**src/rtl/seg7_scan_decoder.sv**
```systemverilog
// Rebuilds hex digits from a multiplexed active-low 7-segment bus with per-digit debouncing.
// Captures land STABLE_CYCLES+1 clocks after the pins settle; passive monitor with no backpressure.
module seg7_scan_decoder #(
  parameter int N_DIGITS      = 4,
  parameter int STABLE_CYCLES = 4
) (
  input  logic                    clk,
  input  logic                    rst,
  input  logic [6:0]              seg_in,
  input  logic [N_DIGITS-1:0]     an_in,
  output logic [4*N_DIGITS-1:0]   digits_out,
  output logic [N_DIGITS-1:0]     digit_valid,
  output logic [N_DIGITS-1:0]     digit_err,
  output logic                    update,
  output logic                    frame_done
);

  typedef enum logic [1:0] {
    IDLE  = 2'd0,
    TRACK = 2'd1,
    HOLD  = 2'd2
  } state_t;

  localparam logic [7:0]          STABLE = 8'(STABLE_CYCLES);
  localparam logic [N_DIGITS-1:0] ONE    = N_DIGITS'(1);

  state_t              state;
  logic [7:0]          count;
  logic [6:0]          seg_q, seg_p;
  logic [N_DIGITS-1:0] an_q, an_p, seen;

  logic [N_DIGITS-1:0] sel, seen_nxt;
  logic                an_legal, same, capture;
  logic [7:0]          cnt_trk;
  logic [3:0]          nib;
  logic                code_ok, blank;

  // ~an_q is the digit select; it must be exactly one-hot for the sample to count.
  always_comb begin
    sel      = ~an_q;
    an_legal = (sel != '0) && ((sel & (sel - ONE)) == '0);
    same     = (seg_q == seg_p) && (an_q == an_p);
    seen_nxt = seen | sel;
    if (state == TRACK && same)
      cnt_trk = (count < STABLE) ? count + 8'd1 : count;
    else
      cnt_trk = 8'd1;
    capture = an_legal && !(state == HOLD && same) && (cnt_trk >= STABLE);
  end

  always_comb begin
    nib     = 4'h0;
    code_ok = 1'b1;
    blank   = 1'b0;
    case (seg_q)
      7'b1000000: nib = 4'h0;
      7'b1111001: nib = 4'h1;
      7'b0100100: nib = 4'h2;
      7'b0110000: nib = 4'h3;
      7'b0011001: nib = 4'h4;
      7'b0010010: nib = 4'h5;
      7'b0000010: nib = 4'h6;
      7'b1111000: nib = 4'h7;
      7'b0000000: nib = 4'h8;
      7'b0010000: nib = 4'h9;
      7'b0001000: nib = 4'hA;
      7'b0000011: nib = 4'hB;
      7'b1000110: nib = 4'hC;
      7'b0100001: nib = 4'hD;
      7'b0000110: nib = 4'hE;
      7'b0001110: nib = 4'hF;
      7'b0111111, 7'b1111111: begin
        code_ok = 1'b0;
        blank   = 1'b1;
      end
      default: code_ok = 1'b0;
    endcase
  end

  always_ff @(posedge clk) begin
    if (rst) begin
      state       <= IDLE;
      count       <= '0;
      seg_q       <= '1;
      seg_p       <= '1;
      an_q        <= '1;
      an_p        <= '1;
      seen        <= '0;
      digits_out  <= '0;
      digit_valid <= '0;
      digit_err   <= '0;
      update      <= 1'b0;
      frame_done  <= 1'b0;
    end else begin
      seg_q      <= seg_in;
      an_q       <= an_in;
      seg_p      <= seg_q;
      an_p       <= an_q;
      update     <= 1'b0;
      frame_done <= 1'b0;

      if (!an_legal) begin
        state <= IDLE;
        count <= '0;
      end else if (!(state == HOLD && same)) begin
        count <= cnt_trk;
        state <= capture ? HOLD : TRACK;
      end

      if (capture) begin
        update <= 1'b1;
        for (int i = 0; i < N_DIGITS; i++) begin
          if (sel[i]) begin
            if (code_ok) begin
              digits_out[4*i +: 4] <= nib;
              digit_valid[i]       <= 1'b1;
              digit_err[i]         <= 1'b0;
            end else if (blank) begin
              digits_out[4*i +: 4] <= 4'h0;
              digit_valid[i]       <= 1'b0;
              digit_err[i]         <= 1'b0;
            end else begin
              digit_valid[i]       <= 1'b0;
              digit_err[i]         <= 1'b1;
            end
          end
        end
        // Re-capturing an already-seen digit leaves the mask unchanged.
        if (&seen_nxt) begin
          frame_done <= 1'b1;
          seen       <= '0;
        end else begin
          seen       <= seen_nxt;
        end
      end
    end
  end

endmodule

```
**config.mk**
```make
export PLATFORM = sky130hd
export DESIGN_NAME = seg7_scan_decoder
export DESIGN_NICKNAME = d
export VERILOG_FILES = /design/src/rtl/seg7_scan_decoder.sv
export SDC_FILE = /design/constraint.sdc
export NUM_CORES = 1
export LEC_CHECK = 0
export ABC_AREA = 1
export CAP_MARGIN = 10
export CORE_MARGIN = 2
export CORE_UTILIZATION = 45
export DETAILED_ROUTE_END_ITERATION = 6
export PLACE_DENSITY = 0.72
export RECOVER_POWER = 50
export SLEW_MARGIN = 15
export SYNTH_ARGS = -nofsm -noshare
export SYNTH_HDL_FRONTEND = slang
export SYNTH_SLANG_ARGS = --single-unit
```
**constraint.sdc**
```tcl
create_clock -name clk -period 1.8 [get_ports clk]
set_input_delay 0.18 -clock clk [delete_from_list [all_inputs] [get_ports clk]]
set_output_delay 0.18 -clock clk [all_outputs]
set_load 0.01 [all_outputs]
```
### Yosys cells after proc, flatten, opt, wreduce, memory -nomap -nowiden

Index checks and enable logic that the tools add are counted.

| storage, ports and cells | value |
|---|---|
| bits in registers | 62 |
| input bits | 13 |
| logic and storage cells | 89 |

| operators by class | value |
|---|---|
| add/subtract/negate cells | 2 |
| order comparisons | 2 |
| eq/ne operators | 21 |
| mux-type cells | 14 |
| bitwise logic cells | 5 |
| reduce and logical (&&, ||, !) cells | 24 |

Operators by type and width:

| kind | number |
|---|---|
| $pmux 4 s15 | 1 |
| $eq 7x7->1 const B | 5 |
| $eq 7x6->1 const B | 4 |
| $eq 7x5->1 const B | 3 |
| $mux 8 | 2 |
| $reduce_or 16->1 | 1 |
| $eq 7x2->1 const B | 2 |
| $eq 7x4->1 const B | 2 |
| $mux 4 | 3 |
| $reduce_and 3->1 | 4 |
| $add 8x1->8 const B | 1 |
| $ge 8x3->1 const B | 1 |
| $lt 8x3->1 const B | 1 |
| $reduce_and 2->1 | 4 |
| $eq 7x3->1 const B | 1 |
| $eq 7x7->1 | 1 |
| $logic_not 7->1 | 1 |
| $mux 1 | 7 |
| $logic_and 1x1->1 | 6 |
| $reduce_or 2->1 | 3 |
| $and 4x4->4 | 1 |
| $eq 4x4->1 | 1 |
| $logic_not 4->1 | 1 |
| $not 4->4 | 1 |
| other kinds (10) | 11 |

### Longest topological paths before layout

Gate-level depths: netlist of run 1.

| depth | value |
|---|---|
| depth after elaboration | 9 |
| depth in mapped cells | 13 |

### Worst setup path before layout of run 1

Ideal clock, no wire load.

| timing | value |
|---|---|
| path type | register to register |
| start | reg seg_q[3] |
| end | reg digits_out[2] |
| setup time | 0.115 ns |
| data arrival time | 1.430 ns |
| data required time | 1.685 ns |
| path slack | 0.255 ns |
| cell stages (with the launch flop) | 11 |
| cells stage by stage | dfxtp_1 > buf_2 > xnor2_1 > nand2_1 > nor2_1 > nand4_4 > nor2_2 > buf_4 > nand3_1 > nand2_1 > nor2_1 |

| between the ends | value |
|---|---|
| cells in the longest elaborated chain, start to end | 7 |
| elaborated cells on any way between the ends | 35 |
| classes of those cells | order compare: 1; eq/ne: 18; mux: 5; reduce/logical: 11 |

RTL lines:

| item | RTL line | text |
|---|---|---|
| start, declared | 29 | `logic [6:0] seg_q, seg_p;` |
| start signal, assigned | 95 | `seg_q <= seg_in;` |
| $eq 7x7->1 | 42 | `same = (seg_q == seg_p) && (an_q == an_p);` |
| $logic_and 1x1->1 | 42 |  |
| $logic_and 1x1->1, on equally long branches | 44, 48 |  |
| $mux 8 / $logic_not 1->1 (equally long branches) | -- |  |
| $ge 8x3->1 / $logic_and 1x1->1 (equally long branches) | 48 | `capture = an_legal && !(state == HOLD && same) && (cnt_trk >= STABLE);` |
| $logic_and 1x1->1 | 48 |  |
| $reduce_and 3->1 (no source line) | -- |  |
| end signal, assigned by index | 115 | `digits_out[4*i +: 4] <= nib;` |
| end, declared | 11 | `output logic [4*N_DIGITS-1:0] digits_out,` |

Several ways; a longest one is shown, not always the timed one.
A chain may end at the register's enable or synchronous reset.

### Worst setup path in the final report of run 1

| timing | value |
|---|---|
| start | reg seg_q[4] |
| end | reg digits_out[4] |

The elaborated chain is that of the path after synthesis.

==> impl_metrics.tcl, run 1 <==
set metrics [dict create \
    hold_class "primary input to flop" \
    synth_xor_area_share_pct 1.948 \
    fin_cells 514 \
    synthAdderAreaFrac_pct 0.4638 \
    synth_compound_area_share_pct 4.592 \
    rsz0062_at_grt "yes" \
    maxSlewViolCount 0 \
    finalCritPeriodShare_pct 97.66 \
    die_w_um 81.43 \
    syn_area_per_cell_sq_um 7.118 \
    cts_buffer_depth 2 \
    criticalPathCategory "flop to flop" \
    muxShareOfSynthArea_pct 0 \
    cts_buffers 9 \
    drive_above_1_share_pct 21.41 \
    endpoint "digits_out[4]$_SDFFE_PP0P_" \
    synth_edf_count 0 \
    wl_per_cell_um 11.22 \
    drtIter0Drc 70 \
    cts.sinks 62 \
    viasPerCell 4.663 \
    drc 0 \
    path_clk_slew_ns 0.06 \
    ys_seq_area_share_pct 46.01 \
    die_h_um 81.43 \
    vdd_drop_max_mv 0.4200 \
    critPathMaxFanout 6 \
    syn-num-nets 393 \
    synth_flop_cell "dfxtp_1" \
    cts_hold_buffers 0 \
    fmax_ghz 0.5689 \
    r2r-start "seg_q[4]$_SDFF_PP1_" \
    coreArea_sq_mm 0.005851 \
    synth.top_cells.by_area "dfxtp_1, nand2_1, nor2_1" \
    hold_viol 0 \
    final_core_util_pct 60.97 \
    via_count 2397 \
    num_io_pins 39 \
    worstMarginPinSlew_ns 0.4193 \
    antenna_found_initial 0 \
    grt_usage_pct 18.56 \
    cts_tree "done" \
    grt_overflow_total 0 \
    cp.required_ns 2.04 \
    power.density_mw_per_mm2 806.9 \
    synth_cells 379 \
    place_ws_ns 0.01748 \
    nets 448 \
    post-dp-hpwl_um 4036 \
    design.die.area_sq_mm 0.006630 \
    relSlewSlack_pct 71.86 \
    synthDistinctLibCells 29 \
    worstSkewPairLatency_ns 0.35 \
    synth_top_family_by_area "simple AND/OR/NAND/NOR gates" \
    port_buffers 38 \
    worst_slack_ns 0.04210 \
    cap_violations 0 \
    synth_largest_area_cell "dfxtp_1" \
    synth-simple-area-share_pct 38.73 \
    initial_utilization_pct 46.11 \
    setup_violations 0 \
    gp_congestion 0.8959 \
    power_leakage_nw 1.572 \
    num_antenna_cells 0 \
    ys.warnings.count 0 \
    reg2reg_to "digits_out[4]$_SDFFE_PP0P_" \
    status "completed" \
    area_growth_pct 32.24 \
    layout_min_cycle_time_ns 1.758 \
    cts_root_buffer "clkbuf_8" \
    setup.worst_path.end_class "flop" \
    synth.top_cell.area_share_pct 46.01 \
    drt-total-wl_um 5765 \
    htree_levels 3 \
    critPathArrivalTime_ns 2.00 \
    synthArstFlopShare_pct 0 \
    dr.pass1.iters 4 \
    post-place-cells 491 \
    finalClockSkew_ns 0.01015 \
    syn-cell-area_sq_mm 0.002698 \
    total_power_mw 2.878 \
    grt_max_degree 37 \
    worstSetupStartpoint "seg_q[4]$_SDFF_PP1_" \
    antenna_left 0 \
    reg2regPathDepth 12 \
    synth-seq-cells 62 \
    critPathLaunchType "flop" \
    std_cell_rows 28 \
    r2r_setup_slack_ns 0.04 \
    grt_first_pass_wirelength_um 9294 \
    first_global_vias 2121 \
]
[Yosys cell counts, types with 2 or more instances]
library cell	count
nand3_1	22
nand4_1	2
nor2_2	10
o21ai_1	2
dfxtp_1	62
buf_4	6
clkbuf_1	2
o22ai_1	2
nand2_1	101
xnor2_1	6
or2_2	11
buf_6	2
nor2_1	82
nand3_2	3
a21oi_1	16
inv_1	30
nand2_2	2
inv_2	7
[worst max-delay path, cell delays in order, from the launching register on]
cell and delay, ns:
dfxtp_4 0.37, inv_2 0.06, nand2_1 0.06, nand2_1 0.05, nor2_1 0.08, nand2_1 0.09, nor2_2 0.17, nand4_4 0.22
nor2_4 0.21, buf_6 0.14, nand3_1 0.07, nand2_1 0.09, nor2_1 0.05
[cell type report]
class | count | area, sq um
clock buffers | 11 | 141.4
fillers | 536 | 2283
flip-flops and latches | 62 | 1269
repair buffers | 55 | 569.3
multi-input cells | 268 | 1290
well taps | 75 | 93.84
inverters | 38 | 145.1
clock inverters | 5 | 58.81
[how the worst min path moves through the flow]
stage | startpoint | to | slack [ns] | cells after the start
after global routing | seg_in[1] | seg_q[1]$_SDFF_PP1_ | 0.39 | 2
after global placement | count[5]$_SDFFE_PP0N_ | count[5]$_SDFFE_PP0N_ | 0.41 | 2
after detailed placement | count[3]$_SDFFE_PP0N_ | count[3]$_SDFFE_PP0N_ | 0.42 | 2
after floorplan | an_in[0] | an_q[0]$_SDFF_PP1_ | 0.28 | 1
final | seg_in[0] | seg_q[0]$_SDFF_PP1_ | 0.39 | 2
after CTS | seg_in[0] | seg_q[0]$_SDFF_PP1_ | 0.38 | 2
[placed cells by master (no fill, tap or decap), types with 2 or more instances in the layout]
cell type        Yosys  layout
nor2_4               1       6
buf_12               0       4
xnor2_1              6       6
buf_4                6      10
dfxtp_2              0       7
a21oi_1             16      15
nand3_2              3       4
nor2_2              10       9
inv_2                7      11
nor2_1              82      78
nand2_1            101      98
dfxtp_1             62      50
dfxtp_4              0       5
nand4_1              2       2
buf_6                2       3
o21ai_1              2       2
clkinvlp_4           0       2
o22ai_1              2       2
clkbuf_8             0      10
inv_1               30      25
nand2_2              2       4
or2_2               11      11
nand3_1             22      21
clkdlybuf4s50_1      0      37
[cells by family (layout without fill, tap and decap cells)]
family,Yosys count,count (layout)
AO/OA/AOI/OAI,23,23
adder cells (fa/ha/maj),1,1
AND/OR/NAND/NOR,238,238
flip-flops,62,62
buffers and inverters,49,109
XOR/XNOR,6,6
[state kept, by name (all words and copies together), names as in the netlist]
| name | count |
|---|---|
| state | 2 |
| seen | 4 |
| an_p | 4 |
| digit_valid | 4 |
| digits_out | 16 |
| count | 8 |
| digit_err | 4 |
| an_q | 4 |
| update | 1 |
| seg_p | 7 |
| seg_q | 7 |
| frame_done | 1 |
[layer usage]
layer,global-route usage (%),up-vias,share of wire [%]
met5,0,-,0
met4,11.69,0,2.6
met3,4.286,13,4.6
met2,29.34,58,48
met1,22.76,1047,45
li1,-,1279,-
[report_power, final]
| part | total [mW] | switching, mW | leakage (nW) | internal [mW] |
|---|---|---|---|---|
| Sequential | 1.43 | 0.0312 | 0.504 | 1.40 |
| Clock | 1.23 | 0.556 | 0.0955 | 0.676 |
| Combinational | 0.217 | 0.121 | 0.973 | 0.0957 |
[what timing repair did]
action	CTS	global route
setup buffers	0	7
resized for setup	1	40
pin swaps	0	11
setup endpoints to repair	1	35
hold endpoints to repair	0	0
[per-stage QoR]
step,area (sq um),TNS (ns),hold slack [ns]
3_3_place_gp,3217,0,0.4148
3_5_place_dp,3217,0,0.4179
6_report,3567,0,0.3871
2_1_floorplan,2698,0,0.2838
4_1_cts,3418,0,0.3801
5_1_grt,3567,-0.2793,0.3882
Note: power is estimated with default switching activity, not from simulation.
==> run 2: changes to the inputs <==
REMOVE_ABC_BUFFERS = 1   (was not set)
==> run 2 against run 1 <==
  * Count of clock-buffer cells in the layout shrank 1
  * Global-route usage shrank 0.53 points
  * Sequential share of layout area shrank 0.76 points
==> impl_metrics.tcl, run 2 (same netlist as run 1, synthesis figures left out) <==
set metrics [dict create \
    status "completed" \
    critPathBufInv 2 \
    cts_tree "done" \
    tns_ns 0 \
    combPwrFrac_pct 7.6 \
    critical_path.top_delay_family "simple AND/OR/NAND/NOR gates" \
    whs_path_depth 2 \
    fin_hold_ws_ns 0.4079 \
    seqPwrFrac_pct 48.3 \
    power_leakage_nw 1.621 \
    r2r-start "seg_q[1]$_SDFF_PP1_" \
    relSlewSlack_pct 74.64 \
    critPathMaxFanout 8 \
    switchingPower_mw 0.6648 \
    dr.pass1.iters 5 \
    hold_class "primary input to flop" \
    max_flop_register "digits_out" \
    fmax_ghz 0.5857 \
    switching_share_pct 22.49 \
    viasPerCell 4.739 \
    wl_per_cell_um 10.94 \
    layout_commonest_cell "nand2_1" \
    fillCellCount 526 \
    top_regs "digits_out (16), count (8)" \
    std_cell_rows 28 \
    final_core_util_pct 62.23 \
    cts.sinks 62 \
    port_buffers 38 \
    largest_register_ff_count 16 \
    grt_max_degree 37 \
    cts_root_buffer "clkbuf_8" \
    critPathLaunchType "flop" \
    fin_cells 517 \
    design_area_sq_mm 0.003641 \
    htree_levels 3 \
    reg2regPathDepth 13 \
    cp.required_ns 2.07 \
    nets 453 \
    top_layer "met4" \
    hold_path_end "seg_q[3]$_SDFF_PP1_" \
    finalClockSkew_ns 0.006713 \
    antenna_left 0 \
    vdd_drop_max_mv 0.5689 \
    r2r_setup_slack_ns 0.09 \
    coreArea_sq_mm 0.005851 \
    min_from "seg_in[3]" \
    crit_slowest_cell "dfxtp_4" \
    routedLengthMet1_um 2703 \
    total_power_mw 2.956 \
    path_clk_slew_ns 0.06 \
    gp_congestion 0.8706 \
    met3WireLength_um 221 \
    dr_wl_met2_um 2665 \
    drt-total-wl_um 5658 \
    post-dp-hpwl_um 3989 \
    num_io_pins 39 \
    grt_overflow_total 0 \
    cp_cell_sequence "inv_4, nand2_1, nand2_1, nor2_1, nand2_1, nor2_4, nand4_4, nor2_4, buf_6, nand2_2, nand2_1, nand2_1, nor2_1" \
    drc 0 \
    cpMostUsedCell "nand2_1" \
    grt_usage_pct 18.03 \
    initial_utilization_pct 46.11 \
    die_h_um 81.43 \
    cts_buffer_depth 2 \
    p_int_mw 2.291 \
    worstMarginPinSlew_ns 0.3795 \
    critPathArrivalTime_ns 1.97 \
    first_global_vias 2130 \
    place_area_sq_mm 0.003217 \
    worstSkewPairLatency_ns 0.33 \
    hold_viol 0 \
    num_antenna_cells 0 \
    die_w_um 81.43 \
    reg2reg_to "digits_out[5]$_SDFFE_PP0P_" \
    cts_hold_buffers 0 \
    area_growth_pct 34.97 \
    critical-path-max-stage-delay_ns 0.39 \
    drive_above_1_share_pct 23.08 \
    criticalPathCategory "flop to flop" \
    post-place-cells 496 \
    antenna_found_initial 0 \
    rsz0062_at_grt "yes" \
    finalCritPeriodShare_pct 94.85 \
    maxSlewViolCount 0 \
    setup.worst_path.end_class "flop" \
    power.density_mw_per_mm2 811.7 \
    drtIter0Drc 145 \
    cap_violations 0 \
    grt_first_pass_wirelength_um 9183 \
    place_ws_ns -0.02155 \
    worst_slack_ns 0.09274 \
    via_count 2450 \
    layout_common_cells "nand2_1, nor2_1, dfxtp_1, clkdlybuf4s50_1, inv_1" \
    layout_min_cycle_time_ns 1.707 \
    pwr-share-clk_pct 44.1 \
    design.die.area_sq_mm 0.006630 \
    cts_buffers 9 \
    setup_violations 0 \
]
==> run 2: changes by cell type in the layout (fill, tap and decap cells not counted), moves of 2 or more <==
cell,previous run,this run
inv_4,1,3
nand2_1,98,94
inv_1,25,27
nor2_4,6,8
buf_6,3,7
nand2_2,4,9
buf_12,4,1
inv_2,11,7
nand3_4,1,3
==> run 2: final cells by class <==
type | instances | area (sq um) | area share, %
clock buffer | 10 | 137.6 | 3.780
clock inverter | 4 | 72.57 | 1.993
inverter | 38 | 150.1 | 4.124
multi-input combinational | 271 | 1358 | 37.29
sequential | 62 | 1267 | 34.81
tap | 75 | 93.84 | 2.577
timing repair buffer | 57 | 561.8 | 15.43
==> run 2: layer usage <==
metal	up-vias	GRT usage (%)
met1	1100	22.71
met5	-	0
met2	50	29.26
li1	1292	-
met3	8	4.286
met4	0	8.136
==> run 2: worst max path at each step <==
stage                                    from                     endpoint  slack [ns]  depth (start not counted)
after CTS                 seg_q[3]$_SDFF_PP1_   digits_out[6]$_SDFFE_PP0P_       -0.03                          9
after detailed placement  seg_q[3]$_SDFF_PP1_   digits_out[5]$_SDFFE_PP0P_       -0.02                         11
after floorplan           seg_q[3]$_SDFF_PP1_  digits_out[13]$_SDFFE_PP0P_        0.13                          8
after global routing      seg_q[1]$_SDFF_PP1_  digits_out[13]$_SDFFE_PP0P_       -0.06                         12
final                     seg_q[1]$_SDFF_PP1_   digits_out[5]$_SDFFE_PP0P_        0.09                         13
after global placement    seg_q[6]$_SDFF_PP1_   digits_out[1]$_SDFFE_PP0P_       0.004                         11
==> run 2: worst register-to-register path: stages (launching register included) <==
cell     delay (ns)
dfxtp_4        0.39
inv_4          0.05
nand2_1        0.05
nand2_1        0.05
nor2_1         0.11
nand2_1        0.11
nor2_4         0.15
nand4_4        0.20
nor2_4         0.16
buf_6          0.14
nand2_2        0.07
nand2_1        0.06
nand2_1        0.05
nor2_1         0.07
==> run 2: power by group through the flow <==
stage                     Sequential (mW)  Clock (mW)  Combinational, mW
final                                1.43        1.30              0.223
after global routing                 1.43        1.39              0.250
after CTS                            1.42        1.33              0.200
after detailed placement             1.46           0              0.196
after global placement               1.45           0              0.195
after floorplan                      1.45           0              0.128
==> run 2: repair_timing <==
item / CTS / global route
endpoints found under the hold margin: 0 / 0
pin swaps: 0 / 14
resized for setup: 0 / 54
endpoints found under the setup margin: 4 / 37
gates cloned: 1 / 2
setup buffers: 0 / 4
==> run 3: changes to the inputs <==
HOLD_SLACK_MARGIN = 0.1   (was not set)
==> results of run 3 <==
The final DEF is identical to that of run 2; final timing and power are the same.
